File: src/rtl/kd_load_pkg.sv
// Shared constants, region sizes and state encoding for the KD-tree load sequencer.
package kd_load_pkg;
  localparam int unsigned DATA_WIDTH  = 11;
  localparam int unsigned PATCH_SIZE  = 5;
  localparam int unsigned LEAF_SIZE   = 8;
  localparam int unsigned NUM_LEAVES  = 64;
  localparam int unsigned NUM_QUERYS  = 494;
  localparam int unsigned NUM_NODES   = NUM_LEAVES - 1;

  localparam int unsigned NODE_WORDS  = 2;
  localparam int unsigned LEAF_WORDS  = 6;
  localparam int unsigned QUERY_WORDS = 5;

  localparam int unsigned PATCH_W     = PATCH_SIZE * DATA_WIDTH;
  localparam int unsigned NODE_AW     = 6;
  localparam int unsigned LEAF_AW     = 6;
  localparam int unsigned SEL_W       = 3;
  localparam int unsigned QUERY_AW    = 9;
  localparam int unsigned WORD_CNT_W  = 3;
  localparam int unsigned REC_CNT_W   = 9;

  typedef enum logic [2:0] {
    IDLE,
    NODES,
    LEAVES,
    QUERIES,
    DONE
  } load_state_t;
endpackage

File: src/rtl/kd_load_ctrl_if.sv
// FIFO read port plus the three memory write ports driven by the load sequencer.
interface kd_load_ctrl_if;
  import kd_load_pkg::*;

  logic                  fifo_rempty_n;
  logic [DATA_WIDTH-1:0] fifo_rdata;
  logic                  fifo_deq;

  logic                  node_wen;
  logic [NODE_AW-1:0]    node_waddr;
  logic [DATA_WIDTH-1:0] node_idx;
  logic [DATA_WIDTH-1:0] node_median;

  logic                  leaf_wen;
  logic [LEAF_AW-1:0]    leaf_waddr;
  logic [SEL_W-1:0]      leaf_patch_sel;
  logic [PATCH_W-1:0]    leaf_wpatch;
  logic [DATA_WIDTH-1:0] leaf_wpatch_idx;

  logic                  query_wen;
  logic [QUERY_AW-1:0]   query_waddr;
  logic [PATCH_W-1:0]    query_wpatch;

  modport master (
    input  fifo_rempty_n, fifo_rdata,
    output fifo_deq,
    output node_wen, node_waddr, node_idx, node_median,
    output leaf_wen, leaf_waddr, leaf_patch_sel, leaf_wpatch, leaf_wpatch_idx,
    output query_wen, query_waddr, query_wpatch
  );

  modport slave (
    output fifo_rempty_n, fifo_rdata,
    input  fifo_deq,
    input  node_wen, node_waddr, node_idx, node_median,
    input  leaf_wen, leaf_waddr, leaf_patch_sel, leaf_wpatch, leaf_wpatch_idx,
    input  query_wen, query_waddr, query_wpatch
  );
endinterface

File: src/rtl/kd_load_ctrl_word_packer.sv
// Shift-in register of PATCH_SIZE words; the oldest word ends up in the LSBs.
module word_packer
  import kd_load_pkg::*;
(
  input  logic                  clk,
  input  logic                  rst_n,
  input  logic                  clear,
  input  logic                  shift,
  input  logic [DATA_WIDTH-1:0] din,
  output logic [PATCH_W-1:0]    data
);
  always_ff @(posedge clk or negedge rst_n) begin
    if (!rst_n) begin
      data <= '0;
    end else if (clear) begin
      data <= '0;
    end else if (shift) begin
      data <= {din, data[PATCH_W-1:DATA_WIDTH]};
    end
  end
endmodule

File: src/rtl/kd_load_ctrl.sv
// Load-phase sequencer: drains the input FIFO into node, leaf and query memories
// in fixed order, one registered write per completed record.
module kd_load_ctrl
  import kd_load_pkg::*;
(
  input  logic           clk,
  input  logic           rst_n,
  input  logic           load_kdtree,
  kd_load_ctrl_if.master bus,
  output logic           busy,
  output logic           load_done
);
  localparam logic [REC_CNT_W-1:0]  LAST_NODE  = REC_CNT_W'(NUM_NODES - 1);
  localparam logic [REC_CNT_W-1:0]  LAST_LEAF  = REC_CNT_W'(NUM_LEAVES * LEAF_SIZE - 1);
  localparam logic [REC_CNT_W-1:0]  LAST_QUERY = REC_CNT_W'(NUM_QUERYS - 1);
  localparam logic [WORD_CNT_W-1:0] NODE_LAST  = WORD_CNT_W'(NODE_WORDS - 1);
  localparam logic [WORD_CNT_W-1:0] LEAF_LAST  = WORD_CNT_W'(LEAF_WORDS - 1);
  localparam logic [WORD_CNT_W-1:0] QUERY_LAST = WORD_CNT_W'(QUERY_WORDS - 1);

  load_state_t           state;
  logic [WORD_CNT_W-1:0] word_cnt;
  logic [REC_CNT_W-1:0]  rec_cnt;
  logic [DATA_WIDTH-1:0] idx_hold;
  logic [PATCH_W-1:0]    pk_data;
  logic [PATCH_W-1:0]    pk_next_c;
  logic                  pop_c;
  logic                  pk_shift_c;

  // A restart pulse suppresses the pop so the head word becomes word 0 of node 0.
  assign pop_c        = bus.fifo_rempty_n & busy & ~load_kdtree;
  assign bus.fifo_deq = pop_c;

  // The sixth leaf word is the patch index and never enters the packer.
  assign pk_shift_c = pop_c & (((state == LEAVES) && (word_cnt != LEAF_LAST)) ||
                               (state == QUERIES));
  assign pk_next_c  = {bus.fifo_rdata, pk_data[PATCH_W-1:DATA_WIDTH]};

  word_packer u_packer (
    .clk   (clk),
    .rst_n (rst_n),
    .clear (load_kdtree),
    .shift (pk_shift_c),
    .din   (bus.fifo_rdata),
    .data  (pk_data)
  );

  always_ff @(posedge clk or negedge rst_n) begin
    if (!rst_n) begin
      state               <= IDLE;
      busy                <= 1'b0;
      load_done           <= 1'b0;
      word_cnt            <= '0;
      rec_cnt             <= '0;
      idx_hold            <= '0;
      bus.node_wen        <= 1'b0;
      bus.node_waddr      <= '0;
      bus.node_idx        <= '0;
      bus.node_median     <= '0;
      bus.leaf_wen        <= 1'b0;
      bus.leaf_waddr      <= '0;
      bus.leaf_patch_sel  <= '0;
      bus.leaf_wpatch     <= '0;
      bus.leaf_wpatch_idx <= '0;
      bus.query_wen       <= 1'b0;
      bus.query_waddr     <= '0;
      bus.query_wpatch    <= '0;
    end else begin
      bus.node_wen  <= 1'b0;
      bus.leaf_wen  <= 1'b0;
      bus.query_wen <= 1'b0;
      if (load_kdtree) begin
        state     <= NODES;
        busy      <= 1'b1;
        load_done <= 1'b0;
        word_cnt  <= '0;
        rec_cnt   <= '0;
      end else if (pop_c) begin
        unique case (state)
          NODES: begin
            if (word_cnt != NODE_LAST) begin
              idx_hold <= bus.fifo_rdata;
              word_cnt <= word_cnt + WORD_CNT_W'(1);
            end else begin
              bus.node_wen    <= 1'b1;
              bus.node_waddr  <= rec_cnt[NODE_AW-1:0];
              bus.node_idx    <= idx_hold;
              bus.node_median <= bus.fifo_rdata;
              word_cnt        <= '0;
              if (rec_cnt == LAST_NODE) begin
                rec_cnt <= '0;
                state   <= LEAVES;
              end else begin
                rec_cnt <= rec_cnt + REC_CNT_W'(1);
              end
            end
          end
          LEAVES: begin
            if (word_cnt != LEAF_LAST) begin
              word_cnt <= word_cnt + WORD_CNT_W'(1);
            end else begin
              bus.leaf_wen        <= 1'b1;
              bus.leaf_waddr      <= rec_cnt[REC_CNT_W-1:SEL_W];
              bus.leaf_patch_sel  <= rec_cnt[SEL_W-1:0];
              bus.leaf_wpatch     <= pk_data;
              bus.leaf_wpatch_idx <= bus.fifo_rdata;
              word_cnt            <= '0;
              if (rec_cnt == LAST_LEAF) begin
                rec_cnt <= '0;
                state   <= QUERIES;
              end else begin
                rec_cnt <= rec_cnt + REC_CNT_W'(1);
              end
            end
          end
          QUERIES: begin
            if (word_cnt != QUERY_LAST) begin
              word_cnt <= word_cnt + WORD_CNT_W'(1);
            end else begin
              bus.query_wen    <= 1'b1;
              bus.query_waddr  <= rec_cnt;
              bus.query_wpatch <= pk_next_c;
              word_cnt         <= '0;
              if (rec_cnt == LAST_QUERY) begin
                rec_cnt   <= '0;
                state     <= DONE;
                busy      <= 1'b0;
                load_done <= 1'b1;
              end else begin
                rec_cnt <= rec_cnt + REC_CNT_W'(1);
              end
            end
          end
          default: ;
        endcase
      end
    end
  end
endmodule
File: src/flat_wrapper.sv
// flat-port wrapper written by rule: the top's interface ports become plain ports
module kd_load_ctrl_flat import kd_load_pkg::*;
  (clk, rst_n, load_kdtree, busy, load_done, bus_fifo_rempty_n, bus_fifo_rdata, bus_fifo_deq, bus_node_wen, bus_node_waddr, bus_node_idx, bus_node_median, bus_leaf_wen, bus_leaf_waddr, bus_leaf_patch_sel, bus_leaf_wpatch, bus_leaf_wpatch_idx, bus_query_wen, bus_query_waddr, bus_query_wpatch);
  kd_load_ctrl_if bus_i ();
  input  logic clk;
  input  logic rst_n;
  input  logic load_kdtree;
  output logic busy;
  output logic load_done;
  input wire logic [$bits(bus_i.fifo_rempty_n)-1:0] bus_fifo_rempty_n;
  input wire logic [$bits(bus_i.fifo_rdata)-1:0] bus_fifo_rdata;
  output wire logic [$bits(bus_i.fifo_deq)-1:0] bus_fifo_deq;
  output wire logic [$bits(bus_i.node_wen)-1:0] bus_node_wen;
  output wire logic [$bits(bus_i.node_waddr)-1:0] bus_node_waddr;
  output wire logic [$bits(bus_i.node_idx)-1:0] bus_node_idx;
  output wire logic [$bits(bus_i.node_median)-1:0] bus_node_median;
  output wire logic [$bits(bus_i.leaf_wen)-1:0] bus_leaf_wen;
  output wire logic [$bits(bus_i.leaf_waddr)-1:0] bus_leaf_waddr;
  output wire logic [$bits(bus_i.leaf_patch_sel)-1:0] bus_leaf_patch_sel;
  output wire logic [$bits(bus_i.leaf_wpatch)-1:0] bus_leaf_wpatch;
  output wire logic [$bits(bus_i.leaf_wpatch_idx)-1:0] bus_leaf_wpatch_idx;
  output wire logic [$bits(bus_i.query_wen)-1:0] bus_query_wen;
  output wire logic [$bits(bus_i.query_waddr)-1:0] bus_query_waddr;
  output wire logic [$bits(bus_i.query_wpatch)-1:0] bus_query_wpatch;
  assign bus_i.fifo_rempty_n = bus_fifo_rempty_n;
  assign bus_i.fifo_rdata = bus_fifo_rdata;
  assign bus_fifo_deq = bus_i.fifo_deq;
  assign bus_node_wen = bus_i.node_wen;
  assign bus_node_waddr = bus_i.node_waddr;
  assign bus_node_idx = bus_i.node_idx;
  assign bus_node_median = bus_i.node_median;
  assign bus_leaf_wen = bus_i.leaf_wen;
  assign bus_leaf_waddr = bus_i.leaf_waddr;
  assign bus_leaf_patch_sel = bus_i.leaf_patch_sel;
  assign bus_leaf_wpatch = bus_i.leaf_wpatch;
  assign bus_leaf_wpatch_idx = bus_i.leaf_wpatch_idx;
  assign bus_query_wen = bus_i.query_wen;
  assign bus_query_waddr = bus_i.query_waddr;
  assign bus_query_wpatch = bus_i.query_wpatch;
  kd_load_ctrl u_core (.clk(clk), .rst_n(rst_n), .load_kdtree(load_kdtree), .bus(bus_i), .busy(busy), .load_done(load_done));
endmodule
File: config.mk
export PLATFORM = sky130hd
export DESIGN_NAME = kd_load_ctrl_flat
export DESIGN_NICKNAME = d
export VERILOG_FILES = /design/src/rtl/kd_load_pkg.sv /design/src/rtl/kd_load_ctrl_if.sv /design/src/rtl/kd_load_ctrl_word_packer.sv /design/src/rtl/kd_load_ctrl.sv /design/src/flat_wrapper.sv
export SDC_FILE = /design/constraint.sdc
export NUM_CORES = 1
export LEC_CHECK = 0
export CAP_MARGIN = 20
export CORE_MARGIN = 3
export CORE_UTILIZATION = 45
export DETAILED_ROUTE_END_ITERATION = 10
export PLACE_DENSITY = 0.78
export SYNTH_ARGS = -nofsm -noshare
export SYNTH_HDL_FRONTEND = slang
export SYNTH_HIERARCHICAL = 1
export SYNTH_SLANG_ARGS = --single-unit
export TNS_END_PERCENT = 1
File: constraint.sdc
create_clock -name clk -period 2.9 [get_ports clk]
set_clock_uncertainty 0.1 [all_clocks]
set_input_delay 0.725 -clock clk [delete_from_list [all_inputs] [get_ports clk]]
set_output_delay 0.725 -clock clk [all_outputs]
set_load 0.005 [all_outputs]
# [After elaboration in Yosys (flattened, before gate mapping)]
# Cells that the tools add are included.
[op_classes] addsub=2 eq_ne=16 muxes=48 bitwise_logic=7 reduce_logical=15
[ops] cell="$mux W55" count=2
[ops] cell="$mux W9" count=8
[ops] cell="$mux W3" count=13
[ops] cell="$pmux W9 S3" count=1
[ops] cell="$mux W1" count=22
[ops] cell="$ne A3 B3 Y1 const B" count=7
[ops] cell="$reduce_and A4 Y1" count=5
[ops] cell="$eq A9 B9 Y1 const B" count=2
[ops] cell="$pmux W3 S3" count=2
[ops] cell="$add A9 B1 Y9 const B" count=1
[ops] cell="$eq A9 B6 Y1 const B" count=1
[ops] cell="$reduce_and A8 Y1" count=1
[ops] cell="$reduce_bool A2 Y1" count=4
[ops] cell="$eq A3 B2 Y1 const B" count=2
[ops] cell="$reduce_and A5 Y1" count=1
[ops] cell="$not A1 Y1" count=4
[ops] cell="$reduce_bool A4 Y1" count=1
[ops] cell="$add A3 B1 Y3 const B" count=1
[ops] cell="$and A1 B1 Y1" count=3
[ops] cell="$eq A3 B1 Y1 const B" count=1
[ops] cell="$ne A3 B1 Y1 const B" count=1
[ops] cell="$ne A3 B2 Y1 const B" count=1
[ops] cell="$ne A2 B2 Y1 const B" count=1
[ops] cell="$reduce_and A2 Y1" count=1
[ops] cell="2 further kinds" count=2
[totals] reg_bits=253 input_bits=15 out_inout_bits=173 wordCells=107

# [Depth between registers and ports, before layout]
# Gate-level depths: netlist of run 1.
[logic_depth] depth_word=6 mapped_depth=8 ltp_nobuf=8

# [Modules after synthesis]
# The synthesis of run 1 kept the hierarchy.
[by_module_without_submodules] mod="kd_load_ctrl" instances=1 cells_per_inst=512 area_per_inst_um2=8137.8 seq_area_each_um2=4954.8
[by_module_without_submodules] mod="word_packer" instances=1 cells_per_inst=177 area_per_inst_um2=2269.7 seq_area_each_um2=1376.3

# [Least setup slack after synthesis of run 1]
# Ideal clock, no wire load.
[synth_path] kind="reg-to-reg" start="register u_core.rec_cnt[0]" end="register u_core.state[0]" setup_ps=128 t_arrival_ps=2047 required_ps=2672 slack_ps=626 path_stages_with_launch=9 n_path_buf=0 synth_period_minus_slack_ps=2274 path_cell_list="dfrtp_1 -> ha_1 -> nand4_1 -> nor2_1 -> ha_1 -> or4_1 -> o21ai_1 -> a21oi_2 -> mux2_1"
[synth_via] elab_chain_cells=3 word_cells_on_any_way=7 cone_classes="eq/ne (6); reduce/logical (1)"
[synth_lines] item="start, declared" line="kd_load_ctrl.sv:22" text="logic [REC_CNT_W-1:0] rec_cnt;"
[synth_lines] item="start signal, assigned" line="kd_load_ctrl.sv:93" text="rec_cnt <= rec_cnt + REC_CNT_W'(1);"
[synth_lines] item="start signal, assigned" line="kd_load_ctrl.sv:111" text="rec_cnt <= rec_cnt + REC_CNT_W'(1);"
[synth_lines] item="start signal, assigned" line="kd_load_ctrl.sv:129" text="rec_cnt <= rec_cnt + REC_CNT_W'(1);"
[synth_lines] item="$eq A9 B9 Y1 (tied with other cells)" line="kd_load_ctrl.sv:107" text="if (rec_cnt == LAST_LEAF) begin"
[synth_lines] item="$ne A3 B3 Y1 (no line) / $ne A3 B2 Y1 (equally long branches)"
[synth_lines] item="$reduce_and A8 Y1 (no line) *"
[synth_lines] item="end signal, assigned" line="kd_load_ctrl.sv:91" text="state <= LEAVES;"
[synth_lines] item="end signal, assigned" line="kd_load_ctrl.sv:109" text="state <= QUERIES;"
[synth_lines] item="end signal, assigned" line="kd_load_ctrl.sv:125" text="state <= DONE;"
[synth_lines] item="end, declared" line="kd_load_ctrl.sv:20" text="load_state_t state;"
# Mark *: on every way between the ends. The rest lies on a longest branch, timed or not.
# A chain may end at the register's enable or synchronous reset.

# [Worst setup path after layout of run 1]
[layout_path] start="input port bus_fifo_rempty_n" end="output port bus_fifo_deq"
[layout_via] elab_chain_cells=2
[layout_lines] item="start, declared" line="flat_wrapper.sv:10" text="input wire logic [$bits(bus_i.fifo_rempty_n)-1:0] bus_fifo_rempty_n;"
[layout_lines] item="$and A1 B1 Y1 (2 in series)" line="kd_load_ctrl.sv:30" text="assign pop_c = bus.fifo_rempty_n & busy & ~load_kdtree;"
[layout_lines] item="end, declared" line="flat_wrapper.sv:12" text="output wire logic [$bits(bus_i.fifo_deq)-1:0] bus_fifo_deq;"
# No other way between the ends.

==> impl_results.rst, run 1 <==
.. list-table::
   :header-rows: 1

   * - Metric
     - Value
   * - Status
     - complete, no violations
   * - Wire length of the first global-routing pass
     - 37,220 um
   * - RSZ-0062 raised after global routing
     - false
   * - Most frequent standard cell in the layout excluding fill and tap cells
     - dfrtp_1
   * - Max Fanout on Critical Path
     - 2
   * - Worst setup path class
     - input pin to primary output
   * - Number of buffers on the longest clock path
     - 3
   * - IO Port Bufs
     - 187
   * - Via count
     - 6,224
   * - Final critical path time including I/O delays and setup
     - 2770 ps
   * - Kind of launch point of the worst setup path
     - input pin
   * - Hold Path Class
     - register to register
   * - Standard cell area after detailed placement
     - 0.01256 sq mm
   * - Placement-stage worst setup slack
     - 116.2 ps
   * - Post-DRT Antenna Nets
     - 0
   * - Relative max-transition margin
     - 0.6454
   * - Crit path capture type
     - primary output
   * - Critical path data arrival time
     - 1940 ps
   * - Largest stage delay, worst path
     - 520 ps
   * - Worst hold slack after final layout
     - 371.8 ps
   * - Die H
     - 158.1 um
   * - Total of flip-flops plus latches after synthesis
     - 253
   * - Final slew viol count
     - 0
   * - Worst setup margin
     - 130.4 ps
   * - I/O pin total
     - 188
   * - Layout fillers
     - 1,743
   * - Cell repeated most along the worst path
     - clkdlybuf4s50_1
   * - Share of synthesized area occupied by flip-flops and latches
     - 0.6083
   * - Cell with the biggest individual delay on the critical path
     - clkdlybuf4s50_1
   * - Count of distinct cell types in the synthesized netlist
     - 52
   * - Maximum frequency from static timing analysis
     - 0.3611 GHz
   * - Cell count after synthesis
     - 689
   * - Buffering stage count on the worst path with inverters included
     - 2
   * - Area added between synthesis and finish
     - 30.30%
   * - Final setup violation count
     - 0
   * - Leading cell types in the layout, fill and taps excluded
     - dfrtp_1, clkdlybuf4s50_1, mux2_2
   * - Vias/cell
     - 5.213
   * - Total Wirelength
     - 23,210 um
   * - Average detailed-routed wire length per instance
     - 19.44 um
   * - Static leakage power
     - 0.006257 uW
   * - Critical path data required time
     - 2080 ps
   * - Worst-case vdd ir drop
     - 0.0006740 V
   * - Post-cts resize count
     - 0
   * - Initial Util
     - 0.4583
   * - Share of final-layout standard cells stronger than drive strength 1
     - 0.2288
   * - CTS tree
     - done
   * - Actual slew at the worst max-slew pin
     - 527.8 ps
   * - GRT Residual Overflow
     - 0
   * - Number of nets in the layout
     - 909
   * - Total power
     - 8836 uW
   * - Latest clock arrival within the worst-skew pair
     - 520 ps
   * - CTS H-tree depth
     - 1
   * - Iteration-0 DRC count of the detailed router
     - 293
   * - Total clock sinks
     - 253
   * - Maximum number of pins on one net before global-route repair
     - 91
   * - Worst path cell trace
     - clkdlybuf4s50_1 > nand2_2 > nor2_1 > clkdlybuf4s50_1
   * - Area of the core
     - 0.02271 sq mm
   * - Drt first pass iters
     - 4
   * - Total routing usage reported by global routing
     - 0.1866
   * - Final sum of negative setup slack
     - 0 ps
   * - Gp weighted congestion
     - 0.7722
   * - Cell at the root of the clock tree
     - clkbuf_16
   * - Die X-Extent
     - 158.1 um
   * - Clk slew on worst S/H paths
     - 60 ps
   * - PwrDens
     - 651.6 mW/mm^2
   * - Final std cell area, no fill
     - 0.01356 sq mm
   * - Syn Nets
     - 711
   * - Antenna violations before repair
     - 0
   * - Die ar.
     - 0.02499 sq mm
   * - TritonCTS buffer count
     - 28
   * - Warnings, synthesis
     - 6
   * - Synth Cell Area
     - 0.01041 sq mm
   * - FP Rows
     - 55
   * - Total half-perimeter wirelength after legalization and detailed placement
     - 15,350 um
   * - # Post-CTS Setup Buffers
     - 0
   * - Antenna cells
     - 0
   * - Number of remaining DRC errors
     - 0
   * - Max Cap Viol
     - 0
   * - Number of global-route vias before repair
     - 6,391
   * - Hold buffer count at CTS
     - 1
   * - Endpoints failing hold
     - 0
   * - Final worst-path cycle share
     - 0.9550
   * - Cell type group with the largest total delay on the critical path
     - buffers and inverters
   * - Mapped Avg Cell Area
     - 15.11 sq um
[registers in the layout, indices dropped and copies added (netlist names)]
signal / flops
u_core/bus.leaf_wpatch: 55
u_core/bus.query_wpatch: 55
u_core/u_packer/data: 55
u_core/bus.leaf_wpatch_idx: 11
u_core/bus.node_idx: 11
u_core/bus.node_median: 11
u_core/idx_hold: 11
u_core/bus.query_waddr: 9
u_core/rec_cnt: 9
u_core/bus.leaf_waddr: 6
u_core/bus.node_waddr: 6
u_core/bus.leaf_patch_sel: 3
u_core/state: 3
u_core/word_cnt: 3
u_core/bus.leaf_wen: 1
u_core/bus.node_wen: 1
u_core/bus.query_wen: 1
u_core/busy: 1
u_core/load_done: 1
[area by class of cell]
type	instances	area, sq um	share of cell area
flip-flops and latches	253	6331	0.4669
multi-input cells	389	3696	0.2726
repair buffers	206	2155	0.1589
clock buffers	44	862.1	0.06357
well taps	285	356.6	0.02630
clock inverters	8	126.4	0.009319
inverters	9	33.78	0.002491
[report_power, final]
group	total [uW]	leakage, uW	internal, uW	switching [uW]
sequential	3990	0.00347	3800	191
clock	3690	0.000474	2300	1380
combinational	1160	0.00231	643	513
total	8840	0.00626	6750	2090
[cell usage after synthesis (all sizes together)]
| master | instances | area [sq um] |
|---|---|---|
| and4 | 1 | 8.760 |
| nand4b | 1 | 8.760 |
| nor4 | 3 | 25.02 |
| o311ai | 2 | 25.03 |
| buf | 35 | 354.1 |
| o2111ai | 1 | 8.760 |
| a41oi | 1 | 8.760 |
| xor2 | 2 | 17.52 |
| or4 | 1 | 7.510 |
| mux2i | 55 | 550.5 |
| and2b | 1 | 10.01 |
| a21oi | 4 | 23.77 |
| o21ai | 6 | 30.02 |
| o31ai | 1 | 21.27 |
| nor4b | 1 | 8.760 |
| ha | 7 | 87.58 |
| nand3 | 9 | 45.04 |
| o2bb2ai | 4 | 35.03 |
| nand2b | 4 | 32.53 |
| nand3b | 2 | 15.01 |
| o211a | 1 | 10.01 |
| inv | 9 | 33.78 |
| clkbuf | 3 | 12.51 |
| nor3 | 4 | 30.03 |
| and2 | 2 | 12.51 |
| a32o | 1 | 10.01 |
| o31a | 1 | 10.01 |
| o22ai | 2 | 18.77 |
| nand4 | 9 | 62.56 |
| and3 | 2 | 12.51 |
| a21o | 2 | 15.01 |
| nand2 | 12 | 50.05 |
| nor2 | 65 | 244.0 |
| dfrtp | 253 | 6331 |
| mux2 | 181 | 2222 |
| xnor2 | 1 | 8.760 |
[per-stage QoR]
step	std cells	utilization
global route	1194	0.5971
finish	1194	0.5971
global placement	1141	0.5532
detailed placement	1141	0.5532
CTS	1194	0.5971
floorplan	689	-
[final timing paths]
check / from / cells after the start / endpoint / slack [ps]
max: bus_fifo_rempty_n / 4 / bus_fifo_deq / 130
max reg2reg: u_core/rec_cnt[0]$_DFFE_PN0P_ / 8 / u_core/state[2]$_DFFE_PN0P_ / 370
min: u_core/idx_hold[6]$_DFFE_PN0P_ / 1 / u_core/bus.node_idx[6]$_DFFE_PN0P_ / 370
min reg2reg: u_core/idx_hold[6]$_DFFE_PN0P_ / 1 / u_core/bus.node_idx[6]$_DFFE_PN0P_ / 370
min in group asynchronous: rst_n / 2 / u_core/bus.leaf_wpatch[16]$_DFFE_PN0P_ / 500
max in group asynchronous: rst_n / 3 / u_core/u_packer/data[42]$_DFFE_PN0P_ / 1490
[metal layers]
layer | vias to the layer above | part of all wire | GRT usage
met2 | 181 | 0.46 | 0.2815
met5 | - | 0 | 0
li1 | 2830 | - | -
met1 | 3177 | 0.45 | 0.2695
met3 | 36 | 0.068 | 0.05249
met4 | 0 | 0.018 | 0.04588
[logic make-up (layout without fill, tap and decap cells)]
family / count (synthesis) / count (layout) / synth area share
fa+ha+maj: 7 / 7 / 0.008415
flops: 253 / 253 / 0.6083
mux: 236 / 236 / 0.2664
simple gates: 117 / 117 / 0.05506
xor+xnor: 3 / 3 / 0.002525
buf+inv: 47 / 267 / 0.03847
compound gates: 26 / 26 / 0.02080
Note: power is estimated with default switching activity, not from simulation.
==> inputs of run 2 (changes only) <==
--- a/config.mk
+++ b/config.mk
@@ -5,7 +5,7 @@
 export SDC_FILE = /design/constraint.sdc
 export NUM_CORES = 1
 export LEC_CHECK = 0
-export CAP_MARGIN = 20
+export CAP_MARGIN = 40
 export CORE_MARGIN = 3
 export CORE_UTILIZATION = 45
 export DETAILED_ROUTE_END_ITERATION = 10
==> results of run 2 <==
No change in the layout: final DEF, timing and power equal those of run 1.
==> inputs of run 3 (changes only) <==
--- a/config.mk
+++ b/config.mk
@@ -8,6 +8,7 @@
 export CAP_MARGIN = 40
 export CORE_MARGIN = 3
 export CORE_UTILIZATION = 45
+export CTS_BUF_LIST = sky130_fd_sc_hd__clkbuf_4 sky130_fd_sc_hd__clkbuf_8
 export DETAILED_ROUTE_END_ITERATION = 10
 export PLACE_DENSITY = 0.78
 export SYNTH_ARGS = -nofsm -noshare
==> impl_results.rst, run 3 (same netlist as run 1, synthesis figures left out) <==
.. list-table::
   :header-rows: 1

   * - Metric
     - Value
   * - Status
     - complete, no violations
   * - Cell at the root of the clock tree
     - clkbuf_8
   * - Critical path data arrival time
     - 1930 ps
   * - Total half-perimeter wirelength after legalization and detailed placement
     - 15,350 um
   * - Final critical path time including I/O delays and setup
     - 2759 ps
   * - Iteration-0 DRC count of the detailed router
     - 388
   * - Die X-Extent
     - 158.1 um
   * - TritonCTS buffer count
     - 42
   * - # Post-CTS Setup Buffers
     - 0
   * - Worst hold slack after final layout
     - 378.8 ps
   * - Vias/cell
     - 5.201
   * - Die H
     - 158.1 um
   * - Number of remaining DRC errors
     - 0
   * - FP Rows
     - 55
   * - Total Wirelength
     - 23,240 um
   * - Top flop regs
     - u_core/bus.leaf_wpatch (55), u_core/bus.query_wpatch (55), u_core/u_packer/data (55)
   * - Number of buffers on the longest clock path
     - 3
   * - Average detailed-routed wire length per instance
     - 19.25 um
   * - Worst setup margin
     - 140.8 ps
   * - CTS H-tree depth
     - 2
   * - Total power
     - 8234 uW
   * - Area of the core
     - 0.02271 sq mm
   * - Total clock sinks
     - 253
   * - Antenna cells
     - 0
   * - Share of final-layout standard cells stronger than drive strength 1
     - 0.2473
   * - IO Port Bufs
     - 187
   * - Register-to-register path setup slack
     - 390 ps
   * - Wire length of the first global-routing pass
     - 37,300 um
   * - Most frequent standard cell in the layout excluding fill and tap cells
     - dfrtp_1
   * - Max Fanout on Critical Path
     - 2
   * - Area added between synthesis and finish
     - 28.58%
   * - Final slew viol count
     - 0
   * - Total routing usage reported by global routing
     - 0.1881
   * - Final sum of negative setup slack
     - 0 ps
   * - Kind of launch point of the worst setup path
     - input pin
   * - Antenna violations before repair
     - 0
   * - Number of nets in the layout
     - 923
   * - Die ar.
     - 0.02499 sq mm
   * - Final setup violation count
     - 0
   * - Via count
     - 6,278
   * - Post-DRT Antenna Nets
     - 0
   * - Leading cell types in the layout, fill and taps excluded
     - dfrtp_1, clkdlybuf4s50_1, mux2_2
   * - Worst setup path class
     - input pin to primary output
   * - Crit path capture type
     - primary output
   * - Initial Util
     - 0.4583
   * - GRT Residual Overflow
     - 0
   * - Maximum frequency from static timing analysis
     - 0.3624 GHz
   * - Worst-case vdd ir drop
     - 0.0004409 V
   * - PwrDens
     - 615.3 mW/mm^2
   * - Critical path data required time
     - 2080 ps
   * - Number of global-route vias before repair
     - 6,517
   * - Post-cts resize count
     - 0
   * - Latest clock arrival within the worst-skew pair
     - 530 ps
   * - RSZ-0062 raised after global routing
     - false
   * - Max Cap Viol
     - 0
   * - Static leakage power
     - 0.006216 uW
   * - Placement-stage worst setup slack
     - 116.2 ps
   * - Hold Path Class
     - register to register
   * - Drt first pass iters
     - 4
   * - Endpoints failing hold
     - 0
   * - CTS tree
     - done
   * - Maximum number of pins on one net before global-route repair
     - 91
   * - Hold buffer count at CTS
     - 1
   * - Relative max-transition margin
     - 0.6467
   * - Gp weighted congestion
     - 0.7722
   * - Final worst-path cycle share
     - 0.9514
   * - Clk slew on worst S/H paths
     - 60 ps
   * - Actual slew at the worst max-slew pin
     - 525.9 ps
   * - I/O pin total
     - 188
-- run 3: cell count changes in the layout (fill, tap and decap cells not counted), sizes merged --
cell,change
clkinv,+2
clkbuf,+17
clkinvlp,-3
bufinv,-2
inv,-1
-- run 3: layout make-up --
cell class | count | area (sq um)
fillers | 1758 | 9328
flip-flops and latches | 253 | 6331
clock inverters | 4 | 45.04
well taps | 285 | 356.6
inverters | 9 | 33.78
clock buffers | 61 | 764.5
multi-input cells | 389 | 3696
repair buffers | 206 | 2155
-- run 3: per-layer routing --
layer	vias to the layer above	part of all wire	routed length (um)	global-route usage
li1	2845	-	-	-
met1	3203	0.45	10410	0.2622
met2	194	0.46	10660	0.2842
met3	36	0.075	1747	0.05823
met4	0	0.018	417	0.05899
met5	-	0	0	0
-- run 3: power breakdown --
part           internal (uW)  switching (uW)
logic                    643             509
clock network           1750            1330
registers               3800             189
total                   6200            2030
-- run 3: worst paths after layout --
path,endpoint,depth (start not counted),startpoint
max reg2reg,u_core/state[2]$_DFFE_PN0P_,8,u_core/rec_cnt[0]$_DFFE_PN0P_
max,bus_fifo_deq,4,bus_fifo_rempty_n
min,u_core/bus.node_idx[6]$_DFFE_PN0P_,1,u_core/idx_hold[6]$_DFFE_PN0P_
min reg2reg,u_core/bus.node_idx[6]$_DFFE_PN0P_,1,u_core/idx_hold[6]$_DFFE_PN0P_
min in group asynchronous,u_core/bus.query_wpatch[5]$_DFFE_PN0P_,2,rst_n
max in group asynchronous,u_core/bus.leaf_wpatch[42]$_DFFE_PN0P_,3,rst_n
-- run 3: metrics by stage --
step / util / area (sq um) / std cells
finish: 0.5893 / 13380 / 1207
global route: 0.5893 / 13380 / 1207
CTS: 0.5893 / 13380 / 1207
detailed placement: 0.5532 / 12560 / 1141
global placement: 0.5532 / 12560 / 1141
floorplan: - / 10410 / 689
-- run 3: worst max-delay path, cell delays in order --
cell             delay (ps)
clkdlybuf4s50_1         490
nand2_2                  70
nor2_1                  120
clkdlybuf4s50_1         520
